**src/rtl/mm_buf_pkg.sv**
```systemverilog
// Shared types and sizing helpers for the ping-pong result buffer scheduler.
// Words per bank per half and per-half address width are derived from M and N.
package mm_buf_pkg;

    typedef enum logic [1:0] {
        StIdle,
        StIssue,
        StDrain
    } rd_state_t;

    function automatic int unsigned buf_depth(input int unsigned m, input int unsigned n);
        return (m * m) / n;
    endfunction

    function automatic int unsigned buf_aw(input int unsigned m, input int unsigned n);
        int unsigned d;
        d = buf_depth(m, n);
        return (d > 1) ? $clog2(d) : 1;
    endfunction

endpackage

```
**src/rtl/mm_result_buf_sched_if.sv**
```systemverilog
// Bundle of the PE write side, the banked BRAM ports and the result stream.
// master = environment (PE columns, BRAMs, stream sink); slave = scheduler.
interface mm_result_buf_sched_if
    import mm_buf_pkg::*;
#(
    parameter int unsigned D_W = 8,
    parameter int unsigned N   = 3,
    parameter int unsigned M   = 6
) ();

    localparam int unsigned AW = buf_aw(M, N);

    logic [N-1:0]          in_valid;
    logic [N-1:0][D_W-1:0] in_data;
    logic                  in_ready;
    logic [N-1:0]          wr_en_bram;
    logic [N-1:0][AW:0]    wr_addr_bram;
    logic [N-1:0][D_W-1:0] wr_data_bram;
    logic [N-1:0]          rd_en_bram;
    logic [AW:0]           rd_addr_bram;
    logic [N-1:0][D_W-1:0] rd_data_bram;
    logic                  out_valid;
    logic                  out_ready;
    logic [D_W-1:0]        out_data;
    logic                  out_last;
    logic                  overflow;

    modport master (
        output in_valid, in_data, rd_data_bram, out_ready,
        input  in_ready, wr_en_bram, wr_addr_bram, wr_data_bram,
        input  rd_en_bram, rd_addr_bram, out_valid, out_data, out_last, overflow
    );

    modport slave (
        input  in_valid, in_data, rd_data_bram, out_ready,
        output in_ready, wr_en_bram, wr_addr_bram, wr_data_bram,
        output rd_en_bram, rd_addr_bram, out_valid, out_data, out_last, overflow
    );

endinterface

```
**src/rtl/mm_skid_fifo.sv**
```systemverilog
// Two-entry FIFO with valid/ready on both sides; head data is held while stalled.
module mm_skid_fifo #(
    parameter int unsigned W = 9
) (
    input  logic         clk_i,
    input  logic         rst_ni,
    input  logic         in_valid_i,
    input  logic [W-1:0] in_data_i,
    output logic         in_ready_o,
    output logic         out_valid_o,
    input  logic         out_ready_i,
    output logic [W-1:0] out_data_o
);

    logic [1:0][W-1:0] mem_q;
    logic              rd_ptr_q;
    logic              wr_ptr_q;
    logic [1:0]        count_q;
    logic              push;
    logic              pop;

    always_comb begin
        in_ready_o  = (count_q != 2'd2);
        out_valid_o = (count_q != 2'd0);
        out_data_o  = mem_q[rd_ptr_q];
        push        = in_valid_i & in_ready_o;
        pop         = out_valid_o & out_ready_i;
    end

    always_ff @(posedge clk_i or negedge rst_ni) begin
        if (!rst_ni) begin
            mem_q    <= '0;
            rd_ptr_q <= 1'b0;
            wr_ptr_q <= 1'b0;
            count_q  <= 2'd0;
        end else begin
            if (push) begin
                mem_q[wr_ptr_q] <= in_data_i;
                wr_ptr_q        <= ~wr_ptr_q;
            end
            if (pop) begin
                rd_ptr_q <= ~rd_ptr_q;
            end
            count_q <= count_q + {1'b0, push} - {1'b0, pop};
        end
    end

endmodule

```
**src/rtl/mm_result_buf_sched.sv**
```systemverilog
// Ping-pong scheduler for the banked result BRAMs: fills one half from the PE columns
// while draining the other, bank-interleaved and row-major, to a valid/ready stream.
module mm_result_buf_sched
    import mm_buf_pkg::*;
#(
    parameter int unsigned D_W = 8,
    parameter int unsigned N   = 3,
    parameter int unsigned M   = 6
) (
    input logic                  clk,
    input logic                  rst,
    mm_result_buf_sched_if.slave bus
);

    localparam int unsigned DEPTH = buf_depth(M, N);
    localparam int unsigned AW    = buf_aw(M, N);
    localparam int unsigned BW    = (N > 1) ? $clog2(N) : 1;

    // Write side
    logic       wr_buf_q;
    logic       rd_buf_q;
    logic [1:0] full_q;
    logic [1:0] full_d;
    logic       in_ready;
    logic       all_done;
    logic       overflow_q;
    logic [N-1:0] wr_en;
    logic [N-1:0] wrap;
    logic [N-1:0] done;

    // Read side
    rd_state_t   state_q;
    logic [AW-1:0] rd_elem_q;
    logic [BW-1:0] rd_bank_q;
    logic          inflight_q;
    logic [BW-1:0] infl_bank_q;
    logic          infl_last_q;
    logic          last_rd;
    logic          active;
    logic          room;
    logic          issue;
    logic          pop;
    logic          last_hs;
    logic [2:0]    occ;
    logic [1:0]    fifo_count;
    logic          fifo_in_ready;
    logic          fifo_valid;
    logic [D_W:0]  fifo_data;

    assign in_ready = ~full_q[wr_buf_q];
    // Same-cycle wraps count toward completion.
    assign all_done = &(done | wrap);

    for (genvar x = 0; x < N; x++) begin : g_wr
        logic [AW-1:0] cnt_q;
        logic          bank_done_q;

        assign wr_en[x] = bus.in_valid[x] & in_ready;
        assign wrap[x]  = wr_en[x] & (cnt_q == AW'(DEPTH - 1));
        assign done[x]  = bank_done_q;
        assign bus.wr_addr_bram[x] = {wr_buf_q, cnt_q};

        always_ff @(posedge clk or negedge rst) begin
            if (!rst) begin
                cnt_q       <= '0;
                bank_done_q <= 1'b0;
            end else begin
                if (wr_en[x]) begin
                    cnt_q <= wrap[x] ? '0 : cnt_q + 1'b1;
                end
                bank_done_q <= all_done ? 1'b0 : (bank_done_q | wrap[x]);
            end
        end
    end

    assign bus.in_ready     = in_ready;
    assign bus.wr_en_bram   = wr_en;
    assign bus.wr_data_bram = bus.in_data;
    assign bus.overflow     = overflow_q;

    // Completion and drain always target different halves, so both may apply at once.
    always_comb begin
        full_d = full_q;
        if (all_done) begin
            full_d[wr_buf_q] = 1'b1;
        end
        if (last_hs) begin
            full_d[rd_buf_q] = 1'b0;
        end
    end

    always_ff @(posedge clk or negedge rst) begin
        if (!rst) begin
            full_q     <= 2'b00;
            wr_buf_q   <= 1'b0;
            rd_buf_q   <= 1'b0;
            overflow_q <= 1'b0;
        end else begin
            full_q <= full_d;
            if (all_done) begin
                wr_buf_q <= ~wr_buf_q;
            end
            if (last_hs) begin
                rd_buf_q <= ~rd_buf_q;
            end
            overflow_q <= overflow_q | (|(bus.in_valid & ~{N{in_ready}}));
        end
    end

    // Occupancy derived from the FIFO handshake flags: full, one entry, or empty.
    assign fifo_count = fifo_in_ready ? {1'b0, fifo_valid} : 2'd2;

    always_comb begin
        last_rd = (rd_elem_q == AW'(DEPTH - 1)) && (rd_bank_q == BW'(N - 1));
        active  = (state_q == StIssue) || ((state_q == StIdle) && full_q[rd_buf_q]);
        pop     = fifo_valid & bus.out_ready;
        occ     = 3'(fifo_count) + 3'(inflight_q);
        // A word leaving this cycle frees a slot, which keeps 1 word/cycle sustained.
        room    = occ < (3'd2 + 3'(pop));
        issue   = active & room;
        last_hs = pop & fifo_data[D_W];
    end

    always_ff @(posedge clk or negedge rst) begin
        if (!rst) begin
            state_q     <= StIdle;
            rd_elem_q   <= '0;
            rd_bank_q   <= '0;
            inflight_q  <= 1'b0;
            infl_bank_q <= '0;
            infl_last_q <= 1'b0;
        end else begin
            inflight_q <= issue;
            if (issue) begin
                infl_bank_q <= rd_bank_q;
                infl_last_q <= last_rd;
                if (rd_bank_q == BW'(N - 1)) begin
                    rd_bank_q <= '0;
                    rd_elem_q <= last_rd ? '0 : rd_elem_q + 1'b1;
                end else begin
                    rd_bank_q <= rd_bank_q + 1'b1;
                end
            end
            unique case (state_q)
                StIdle:  if (full_q[rd_buf_q]) state_q <= StIssue;
                StIssue: if (issue && last_rd) state_q <= StDrain;
                StDrain: if (last_hs) state_q <= StIdle;
                default: state_q <= StIdle;
            endcase
        end
    end

    assign bus.rd_en_bram   = issue ? (N'(1) << rd_bank_q) : '0;
    assign bus.rd_addr_bram = {rd_buf_q, rd_elem_q};

    mm_skid_fifo #(
        .W (D_W + 1)
    ) u_skid (
        .clk_i       (clk),
        .rst_ni      (rst),
        .in_valid_i  (inflight_q),
        .in_data_i   ({infl_last_q, bus.rd_data_bram[infl_bank_q]}),
        .in_ready_o  (fifo_in_ready),
        .out_valid_o (fifo_valid),
        .out_ready_i (bus.out_ready),
        .out_data_o  (fifo_data)
    );

    assign bus.out_valid = fifo_valid;
    assign bus.out_data  = fifo_data[D_W-1:0];
    assign bus.out_last  = fifo_data[D_W];

endmodule
```
**src/flat_wrapper.sv**
```systemverilog
// flat-port wrapper written by rule: the top's interface ports become plain ports
module mm_result_buf_sched_flat import mm_buf_pkg::*;
#(
    parameter int unsigned D_W = 8,
    parameter int unsigned N   = 3,
    parameter int unsigned M   = 6
)
  (clk, rst, bus_in_valid, bus_in_data, bus_rd_data_bram, bus_out_ready, bus_in_ready, bus_wr_en_bram, bus_wr_addr_bram, bus_wr_data_bram, bus_rd_en_bram, bus_rd_addr_bram, bus_out_valid, bus_out_data, bus_out_last, bus_overflow);
  mm_result_buf_sched_if #(.D_W(D_W), .N(N), .M(M)) bus_i ();
  input logic clk;
  input logic rst;
  input wire logic [$bits(bus_i.in_valid)-1:0] bus_in_valid;
  input wire logic [$bits(bus_i.in_data)-1:0] bus_in_data;
  input wire logic [$bits(bus_i.rd_data_bram)-1:0] bus_rd_data_bram;
  input wire logic [$bits(bus_i.out_ready)-1:0] bus_out_ready;
  output wire logic [$bits(bus_i.in_ready)-1:0] bus_in_ready;
  output wire logic [$bits(bus_i.wr_en_bram)-1:0] bus_wr_en_bram;
  output wire logic [$bits(bus_i.wr_addr_bram)-1:0] bus_wr_addr_bram;
  output wire logic [$bits(bus_i.wr_data_bram)-1:0] bus_wr_data_bram;
  output wire logic [$bits(bus_i.rd_en_bram)-1:0] bus_rd_en_bram;
  output wire logic [$bits(bus_i.rd_addr_bram)-1:0] bus_rd_addr_bram;
  output wire logic [$bits(bus_i.out_valid)-1:0] bus_out_valid;
  output wire logic [$bits(bus_i.out_data)-1:0] bus_out_data;
  output wire logic [$bits(bus_i.out_last)-1:0] bus_out_last;
  output wire logic [$bits(bus_i.overflow)-1:0] bus_overflow;
  assign bus_i.in_valid = bus_in_valid;
  assign bus_i.in_data = bus_in_data;
  assign bus_i.rd_data_bram = bus_rd_data_bram;
  assign bus_i.out_ready = bus_out_ready;
  assign bus_in_ready = bus_i.in_ready;
  assign bus_wr_en_bram = bus_i.wr_en_bram;
  assign bus_wr_addr_bram = bus_i.wr_addr_bram;
  assign bus_wr_data_bram = bus_i.wr_data_bram;
  assign bus_rd_en_bram = bus_i.rd_en_bram;
  assign bus_rd_addr_bram = bus_i.rd_addr_bram;
  assign bus_out_valid = bus_i.out_valid;
  assign bus_out_data = bus_i.out_data;
  assign bus_out_last = bus_i.out_last;
  assign bus_overflow = bus_i.overflow;
  mm_result_buf_sched #(.D_W(D_W), .N(N), .M(M)) u_core (.clk(clk), .rst(rst), .bus(bus_i));
endmodule
```
**config.mk**
```make
export PLATFORM = sky130hd
export DESIGN_NAME = mm_result_buf_sched_flat
export DESIGN_NICKNAME = d
export VERILOG_FILES = /design/src/rtl/mm_buf_pkg.sv /design/src/rtl/mm_result_buf_sched_if.sv /design/src/rtl/mm_skid_fifo.sv /design/src/rtl/mm_result_buf_sched.sv /design/src/flat_wrapper.sv
export SDC_FILE = /design/constraint.sdc
export NUM_CORES = 1
export LEC_CHECK = 0
export ABC_AREA = 1
export BUFFER_PORTS_ARGS = -buffer_cell sky130_fd_sc_hd__buf_2
export CAP_MARGIN = 40
export CORE_MARGIN = 3
export CORE_UTILIZATION = 35
export CTS_BUF_LIST = sky130_fd_sc_hd__clkbuf_16
export DETAILED_ROUTE_END_ITERATION = 10
export PLACE_DENSITY = 0.66
export SYNTH_ARGS = -nofsm -noshare
export SYNTH_HDL_FRONTEND = slang
export SYNTH_HIERARCHICAL = 1
export SYNTH_SLANG_ARGS = --single-unit
```
**constraint.sdc**
```tcl
create_clock -name clk -period 3.8 [get_ports clk]
set_input_delay 0.57 -clock clk [delete_from_list [all_inputs] [get_ports clk]]
set_output_delay 0.57 -clock clk [all_outputs]
set_load 0.1 [all_outputs]
```
==> impl_metrics.prom, run 1 <==
# TYPE chip_impl_metric gauge
chip_impl_info{name="outcome",value="completed"} 1
chip_impl_metric{name="parity_gate_share_of_the_synthesized_area_counting_xor_and_xnor_cells",unit="%"} 0.848
chip_impl_metric{name="grtUsageMet2",unit="%"} 23.0
chip_impl_metric{name="chipWidth",unit="microns"} 100
chip_impl_metric{name="clock_latency",unit="ns"} 0.28
chip_impl_metric{name="cts_max_path_buffers",unit=""} 2
chip_impl_metric{name="detail_route.wirelength",unit="mm"} 6.43
chip_impl_metric{name="fmaxAchievable",unit="MHz"} 328
chip_impl_metric{name="postCtsSetupBuffers",unit=""} 0
chip_impl_metric{name="slew-limit-headroom",unit="%"} 48.1
chip_impl_metric{name="drv.max_cap_violation_count",unit=""} 0
chip_impl_metric{name="yosys.cell_types.count",unit=""} 32
chip_impl_metric{name="placement.setup.worst_slack",unit="ns"} 1.03
chip_impl_info{name="endpoint_kind",value="output pin"} 1
chip_impl_metric{name="critPathRequiredTime",unit="ns"} 3.23
chip_impl_metric{name="place.port_buffers",unit=""} 67
chip_impl_metric{name="htree_num_levels",unit=""} 2
chip_impl_info{name="r2r-start",value="u_core/u_skid/count_q[0]$_DFF_PN0_"} 1
chip_impl_metric{name="synth_simple_gate_area_share",unit="%"} 30.5
chip_impl_metric{name="global_route.usage.met1",unit="%"} 17.0
chip_impl_metric{name="routabilityCongestion",unit=""} 0.781
chip_impl_metric{name="placement_rows",unit=""} 33
chip_impl_metric{name="post_synthesis_area_per_instance",unit="sq um"} 8.16
chip_impl_info{name="most_frequent_standard_cell_in_the_layout_excluding_fill_and_tap_cells",value="nand2_1"} 1
chip_impl_metric{name="path_clk_slew",unit="ns"} 0.06
chip_impl_metric{name="routed_wire_length_per_instance",unit="microns"} 12.3
chip_impl_metric{name="critical-path-max-stage-delay",unit="ns"} 0.41
chip_impl_metric{name="global_route_wire_length_before_repair",unit="mm"} 11.0
chip_impl_metric{name="initial_utilization",unit="%"} 36.8
chip_impl_info{name="rsz0062_at_grt",value="false"} 1
chip_impl_metric{name="power.net_switching",unit="mW"} 1.99
chip_impl_metric{name="intPower",unit="mW"} 1.41
chip_impl_metric{name="synth_adder_area_share",unit="%"} 3.23
chip_impl_metric{name="coreArea",unit="sq um"} 8420
chip_impl_metric{name="cellLeakagePower",unit="nW"} 1.90
chip_impl_metric{name="number_of_clock_buffers_inserted_by_tritoncts",unit=""} 5
chip_impl_metric{name="synth.area.mux_share",unit="%"} 0
chip_impl_metric{name="detail_route.drc_violations",unit=""} 0
chip_impl_metric{name="finalSetupViolCount",unit=""} 0
chip_impl_metric{name="finalCriticalPeriod",unit="ns"} 3.05
chip_impl_info{name="clock_tree.root_cell",value="clkbuf_16"} 1
chip_impl_metric{name="place_hpwl",unit="mm"} 5.02
chip_impl_info{name="hold_path_class",value="in2async"} 1
chip_impl_metric{name="drtPass1Iterations",unit=""} 4
chip_impl_metric{name="clock_sink_count",unit=""} 54
chip_impl_metric{name="final-max-slew-violation-count",unit=""} 0
chip_impl_metric{name="number_of_nets_with_antenna_violations_after_detailed_routing",unit=""} 0
chip_impl_metric{name="top_level_ports",unit=""} 116
chip_impl_info{name="timing.critical_path.slowest_stage_cell",value="buf_2"} 1
chip_impl_metric{name="grt.total_usage",unit="%"} 13.3
chip_impl_metric{name="max_slew.worst_pin.slew",unit="ns"} 0.778
chip_impl_metric{name="power.density",unit="nW/um^2"} 989
chip_impl_metric{name="worst-path-max-fanout",unit=""} 23
chip_impl_metric{name="seqPwrFrac",unit="%"} 27.4
chip_impl_info{name="synth_top_family_by_area",value="simple AND/OR/NAND/NOR gates"} 1
chip_impl_metric{name="n_antenna_cell",unit=""} 0
chip_impl_metric{name="post_route_cell_area",unit="sq um"} 3440
chip_impl_metric{name="fillCellCount",unit=""} 879
chip_impl_metric{name="grt_util_met3",unit="%"} 2.08
chip_impl_metric{name="netlist_area",unit="sq um"} 3100
chip_impl_metric{name="yosysSeqAreaShare",unit="%"} 43.6
chip_impl_metric{name="yosysWarningCount",unit=""} 6
chip_impl_metric{name="nNetsFinal",unit=""} 481
chip_impl_info{name="final_cell_mix",value="108 x nand2_1, 67 x buf_2, 54 x dfrtp_1"} 1
chip_impl_metric{name="post-route-worst-setup-slack",unit="ns"} 0.747
chip_impl_metric{name="min_period_over_period",unit="%"} 80.3
chip_impl_metric{name="final_core_utilization",unit="%"} 40.8
chip_impl_info{name="cp_cell_sequence",value="inv_2 -> nand2_4 -> nand2_1 -> inv_1 -> ha_1 -> ha_1 -> o21ai_2 -> nand3_4 -> nor2_2 -> nand2_1 -> inv_1 -> buf_2"} 1
chip_impl_metric{name="grt_antenna_before_repair",unit=""} 0
chip_impl_metric{name="power.switching_fraction",unit="%"} 58.6
chip_impl_metric{name="detail_route.iter0.violations",unit=""} 127
chip_impl_info{name="cts_tree",value="yes"} 1
chip_impl_metric{name="fp.dieArea",unit="sq um"} 10000
chip_impl_metric{name="placedInstanceArea",unit="sq um"} 3300
chip_impl_metric{name="grt_start_max_net_pins",unit=""} 36
chip_impl_metric{name="timing.setup.tns",unit="ns"} 0
chip_impl_metric{name="power_frac_comb",unit="%"} 60.2
chip_impl_metric{name="die_y",unit="microns"} 100
chip_impl_metric{name="detail_route.vias_per_cell",unit=""} 4.83
chip_impl_metric{name="part_of_the_power_in_the_clock_network",unit="%"} 12.4
chip_impl_info{name="critPathLaunchType",value="flip-flop"} 1
chip_impl_metric{name="grt_pass1_vias",unit=""} 2414
chip_impl_metric{name="total_congestion_overflow_after_global_routing",unit=""} 0
chip_impl_metric{name="vias",unit=""} 2533
chip_impl_metric{name="synth_seq_cells",unit=""} 54
chip_impl_metric{name="flow.area_growth_from_synthesis",unit="%"} 10.9
chip_impl_info{name="worst_setup_path_startpoint",value="u_core/u_skid/count_q[0]$_DFF_PN0_"} 1
chip_impl_metric{name="cts_hold_buf",unit=""} 0
chip_impl_metric{name="final_layout_size_suffix_gt1_share",unit="%"} 25.5
chip_impl_metric{name="synth_cells",unit=""} 380
chip_impl_metric{name="final_hold_violating_endpoints",unit=""} 0
chip_impl_info{name="global_route.peak_usage_layer",value="met2"} 1
chip_impl_metric{name="vdd_ir_drop_max",unit="mV"} 0.887
chip_impl_metric{name="area_fraction_in_compound_gates_after_synthesis",unit="%"} 8.03
chip_impl_metric{name="finalHoldWorstSlack",unit="ns"} 0.364
chip_impl_metric{name="cp.arrival",unit="ns"} 2.48
chip_impl_metric{name="synth_nets",unit=""} 442
chip_impl_metric{name="finClkSkew",unit="ns"} 0.00320
chip_impl_info{name="timing.setup.critical_path_class",value="reg2out"} 1
chip_impl_metric{name="cts_resized",unit=""} 0
==> state kept, by name, summed over array words and instances, names as in the netlist, 2 cells and up <==
name	count
u_core/full_q	2
u_core/infl_bank_q	2
u_core/u_skid/mem_q	18
u_core/g_wr.bank_done_q	3
u_core/rd_elem_q	4
u_core/g_wr.cnt_q	12
u_core/rd_bank_q	2
u_core/u_skid/count_q	2
u_core/state_q	2
==> layout make-up <==
| cell class | count | area (sq um) | share of cell area, % |
|---|---|---|---|
| Clock buffer | 5 | 125 | 3.64 |
| Inverter | 40 | 150 | 4.37 |
| Clock inverter | 2 | 7.51 | 0.218 |
| Timing Repair Buffer | 69 | 350 | 10.2 |
| Sequential cell | 54 | 1350 | 39.3 |
| Multi-Input combinational cell | 249 | 1320 | 38.4 |
| Tap cell | 105 | 131 | 3.82 |
==> critical path, delay by kind of cell, from the launching register on <==
family	cells	cell delay (ns)
simple gates	5	0.68
buf+inv	4	0.59
compound gates	1	0.08
fa+ha+maj	2	0.45
flops	1	0.39
==> cell families after synthesis <==
family / after synthesis
AND/OR/NAND/NOR: 193
XOR/XNOR: 3
AO/OA/AOI/OAI: 45
adder cells (fa/ha/maj): 8
buffers and inverters: 77
flip-flops: 54
==> cells in the mapped netlist, drive strengths merged <==
cell | number | area, sq um
buf | 36 | 274
xor2 | 3 | 26.3
or2 | 1 | 6.26
o21bai | 1 | 7.51
a22oi | 1 | 7.51
nor2 | 23 | 105
a21oi | 8 | 40.0
a31oi | 2 | 12.5
ha | 8 | 100
nand2 | 117 | 477
dfrtp | 54 | 1350
clkbuf | 1 | 3.75
o31ai | 1 | 7.51
o21a | 1 | 7.51
nor3 | 2 | 15.0
o21ai | 31 | 166
inv | 40 | 150
nand4 | 22 | 144
nand3 | 28 | 198
==> through the flow <==
stage | cells | power [mW]
2_1_floorplan | 380 | 2.79
3_3_place_gp | 517 | 2.96
3_5_place_dp | 517 | 3.00
4_1_cts | 524 | 3.43
5_1_grt | 524 | 3.65
6_report | 524 | 3.40
==> power by group through the flow <==
stage                     Sequential, mW  Combinational (mW)  Clock, mW
after floorplan                     1.09                1.71          0
after global placement             0.930                2.03          0
after detailed placement           0.939                2.06          0
after CTS                          0.930                2.07      0.435
after global routing               0.963                2.23      0.457
final                              0.931                2.05      0.420
==> per-layer routing <==
layer | vias to the layer above | routed length (microns)
met1 | 1190 | 2880
met5 | - | 0
met4 | 0 | 121
met3 | 21 | 203
li1 | 1287 | -
met2 | 35 | 3220
==> worst paths after layout <==
kind	slack, ns	end	depth (start not counted)
worst max-delay path	0.75	bus_rd_en_bram[1]	12
worst min-delay path	0.36	u_core/g_wr[2].cnt_q[1]$_DFFE_PN0P_	1
worst max register to register	1.87	u_core/rd_elem_q[0]$_DFFE_PN0P_	11
worst min register to register	0.47	u_core/u_skid/mem_q[13]$_DFFE_PN0P_	2
max in group asynchronous	2.68	u_core/rd_elem_q[0]$_DFFE_PN0P_	2
min in group clk	0.47	u_core/u_skid/mem_q[13]$_DFFE_PN0P_	2
No activity file was read; power rests on OpenSTA's default activity.
==> inputs of run 2 (changes only) <==
==> constraint.sdc (replaced) <==
create_clock -name clk -period 3 [get_ports clk]
set_input_delay 0.45 -clock clk [delete_from_list [all_inputs] [get_ports clk]]
set_output_delay 0.45 -clock clk [all_outputs]
set_load 0.1 [all_outputs]
==> run 2 against run 1 <==
  * Die area is the same
  * Final cell count is 0.38% higher
  * Combinational power increased by 32%
  * Setup slack got worse by 0.52 ns
  * Clock power up 75%
  * Critical path type unchanged
  * Critical endpoint unchanged
  * Largest power group unchanged
  * Highest routed layer unchanged
==> impl_metrics.prom, run 2 (synthesis results as in run 1) <==
# TYPE chip_impl_metric gauge
chip_impl_metric{name="total_congestion_overflow_after_global_routing",unit=""} 0
chip_impl_info{name="rsz0062_at_grt",value="false"} 1
chip_impl_metric{name="post-route-worst-setup-slack",unit="ns"} 0.229
chip_impl_metric{name="post_route_cell_area",unit="sq um"} 3560
chip_impl_metric{name="fillCellCount",unit=""} 874
chip_impl_metric{name="max_ffs_per_register",unit=""} 18
chip_impl_metric{name="clock_latency",unit="ns"} 0.29
chip_impl_metric{name="finalCriticalPeriod",unit="ns"} 2.77
chip_impl_metric{name="routabilityCongestion",unit=""} 0.784
chip_impl_metric{name="die_y",unit="microns"} 100
chip_impl_info{name="critPathTopFamily",value="simple AND/OR/NAND/NOR gates"} 1
chip_impl_metric{name="timing.setup.tns",unit="ns"} 0
chip_impl_metric{name="postCtsSetupBuffers",unit=""} 0
chip_impl_metric{name="n_antenna_cell",unit=""} 0
chip_impl_info{name="max_flop_register",value="u_core/u_skid/mem_q"} 1
chip_impl_info{name="hold_path_class",value="in2async"} 1
chip_impl_metric{name="finClkSkew",unit="ns"} 0.00817
chip_impl_info{name="final_cell_mix",value="107 x nand2_1, 64 x buf_2, 54 x dfrtp_1"} 1
chip_impl_info{name="endpoint_kind",value="output pin"} 1
chip_impl_metric{name="grt_pass1_vias",unit=""} 2504
chip_impl_metric{name="cts_max_path_buffers",unit=""} 2
chip_impl_info{name="cts_tree",value="yes"} 1
chip_impl_metric{name="top_level_ports",unit=""} 116
chip_impl_metric{name="number_of_nets_with_antenna_violations_after_detailed_routing",unit=""} 0
chip_impl_metric{name="clock_sink_count",unit=""} 54
chip_impl_metric{name="htree_num_levels",unit=""} 2
chip_impl_metric{name="grt_antenna_before_repair",unit=""} 0
chip_impl_metric{name="fp.dieArea",unit="sq um"} 10000
chip_impl_metric{name="finalSetupViolCount",unit=""} 0
chip_impl_metric{name="cts_hold_buf",unit=""} 0
chip_impl_metric{name="placedInstanceArea",unit="sq um"} 3360
chip_impl_metric{name="final-max-slew-violation-count",unit=""} 0
chip_impl_metric{name="detail_route.drc_violations",unit=""} 0
chip_impl_metric{name="initial_utilization",unit="%"} 36.8
chip_impl_info{name="most_frequent_standard_cell_in_the_layout_excluding_fill_and_tap_cells",value="nand2_1"} 1
chip_impl_metric{name="number_of_clock_buffers_inserted_by_tritoncts",unit=""} 5
chip_impl_metric{name="critPathBufInv",unit=""} 4
chip_impl_metric{name="detail_route.vias_per_cell",unit=""} 4.84
chip_impl_metric{name="cellLeakagePower",unit="nW"} 1.92
chip_impl_metric{name="drv.max_cap_violation_count",unit=""} 0
chip_impl_metric{name="grt.total_usage",unit="%"} 13.7
chip_impl_metric{name="cts_resized",unit=""} 0
chip_impl_metric{name="critPathRequiredTime",unit="ns"} 2.55
chip_impl_info{name="cp_cell_sequence",value="inv_2 -> nand2_8 -> nand2_1 -> inv_1 -> ha_1 -> ha_1 -> o21ai_2 -> nand3_4 -> nor2_2 -> nand2_1 -> clkinvlp_4 -> buf_12"} 1
chip_impl_info{name="timing.critical_path.slowest_stage_cell",value="dfrtp_1"} 1
chip_impl_metric{name="finalHoldWorstSlack",unit="ns"} 0.0408
chip_impl_metric{name="worst-path-max-fanout",unit=""} 23
chip_impl_metric{name="routed_wire_length_per_instance",unit="microns"} 12.7
chip_impl_metric{name="cp.arrival",unit="ns"} 2.32
chip_impl_info{name="outcome",value="completed"} 1
chip_impl_metric{name="detail_route.wirelength",unit="mm"} 6.69
chip_impl_metric{name="placement_rows",unit=""} 33
chip_impl_metric{name="global_route_wire_length_before_repair",unit="mm"} 11.3
chip_impl_metric{name="placement.setup.worst_slack",unit="ns"} 0.415
chip_impl_metric{name="place.port_buffers",unit=""} 67
chip_impl_info{name="clock_tree.root_cell",value="clkbuf_16"} 1
chip_impl_metric{name="critical-path-max-stage-delay",unit="ns"} 0.40
chip_impl_metric{name="min_period_over_period",unit="%"} 92.4
chip_impl_metric{name="chipWidth",unit="microns"} 100
chip_impl_metric{name="coreArea",unit="sq um"} 8420
chip_impl_info{name="timing.setup.critical_path_class",value="reg2out"} 1
chip_impl_metric{name="place_hpwl",unit="mm"} 5.11
chip_impl_metric{name="nNetsFinal",unit=""} 482
chip_impl_metric{name="flow.area_growth_from_synthesis",unit="%"} 15.0
chip_impl_metric{name="detail_route.iter0.violations",unit=""} 150
chip_impl_metric{name="final_hold_violating_endpoints",unit=""} 0
chip_impl_metric{name="vdd_ir_drop_max",unit="mV"} 1.10
chip_impl_metric{name="fmaxAchievable",unit="MHz"} 361
chip_impl_metric{name="max_slew.worst_pin.slew",unit="ns"} 0.504
chip_impl_metric{name="grt_start_max_net_pins",unit=""} 30
chip_impl_metric{name="vias",unit=""} 2544
chip_impl_info{name="critPathLaunchType",value="flip-flop"} 1
chip_impl_info{name="reg.largest.list",value="u_core/u_skid/mem_q (18), u_core/g_wr.cnt_q (12), u_core/rd_elem_q (4)"} 1
chip_impl_metric{name="final_layout_size_suffix_gt1_share",unit="%"} 26.8
chip_impl_metric{name="drtPass1Iterations",unit=""} 4
chip_impl_metric{name="path_clk_slew",unit="ns"} 0.07
chip_impl_metric{name="power.density",unit="nW/um^2"} 1300
chip_impl_metric{name="slew-limit-headroom",unit="%"} 66.7
run 2: path summary, 6_finish.rpt:
check	startpoint	slack (ns)	endpoint	cells past startpoint
max	u_core/u_skid/count_q[0]$_DFF_PN0_	0.23	bus_rd_en_bram[1]	12
min	rst	0.04	u_core/bus.overflow$_DFF_PN0_	1
max reg2reg	u_core/u_skid/count_q[0]$_DFF_PN0_	1.07	u_core/rd_bank_q[0]$_DFFE_PN0P_	11
min reg2reg	u_core/u_skid/mem_q[1]$_DFFE_PN0P_	0.47	u_core/u_skid/mem_q[1]$_DFFE_PN0P_	2
max in group asynchronous	rst	2.43	u_core/u_skid/count_q[1]$_DFF_PN0_	2
min in group clk	bus_out_ready	0.45	u_core/u_skid/rd_ptr_q$_DFFE_PN0P_	3
run 2: report_power, final:
| group | total (mW) | internal, mW | leakage [nW] | switching, mW |
|---|---|---|---|---|
| registers | 1.19 | 0.958 | 0.677 | 0.230 |
| clock network | 0.733 | 0.476 | 0.0915 | 0.258 |
| logic | 2.71 | 0.614 | 1.15 | 2.09 |
run 2: area by class of cell:
type	count	area [sq um]	area share, %
Tap cell	105	131	3.69
Multi-Input combinational cell	249	1330	37.4
Sequential cell	54	1350	37.9
Timing Repair Buffer	70	403	11.3
Clock inverter	3	63.8	1.79
Clock buffer	5	125	3.51
Inverter	40	158	4.42
run 2: layer usage:
layer	share of wire, %	GRT usage [%]	vias up
met5	0	0	-
met4	2.0	5.60	0
met3	3.8	2.15	19
met2	49	22.9	45
met1	45	17.8	1190
li1	-	-	1290
run 2: worst reg2reg max path, delay by kind of cell (launching register included):
family / cells / cell delay [ns]
AND/OR/NAND/NOR: 5 / 0.67
adder cells (fa/ha/maj): 2 / 0.46
flip-flops: 1 / 0.40
AO/OA/AOI/OAI: 2 / 0.17
buffers and inverters: 2 / 0.16
run 2: metrics by stage:
stage                     cells  power, mW  util [%]
after floorplan             380       3.56         -
after global placement      517       3.85      39.7
after detailed placement    518       3.91      39.9
after CTS                   526       4.65      42.2
after global routing        526       4.95      42.3
final                       526       4.63      42.3
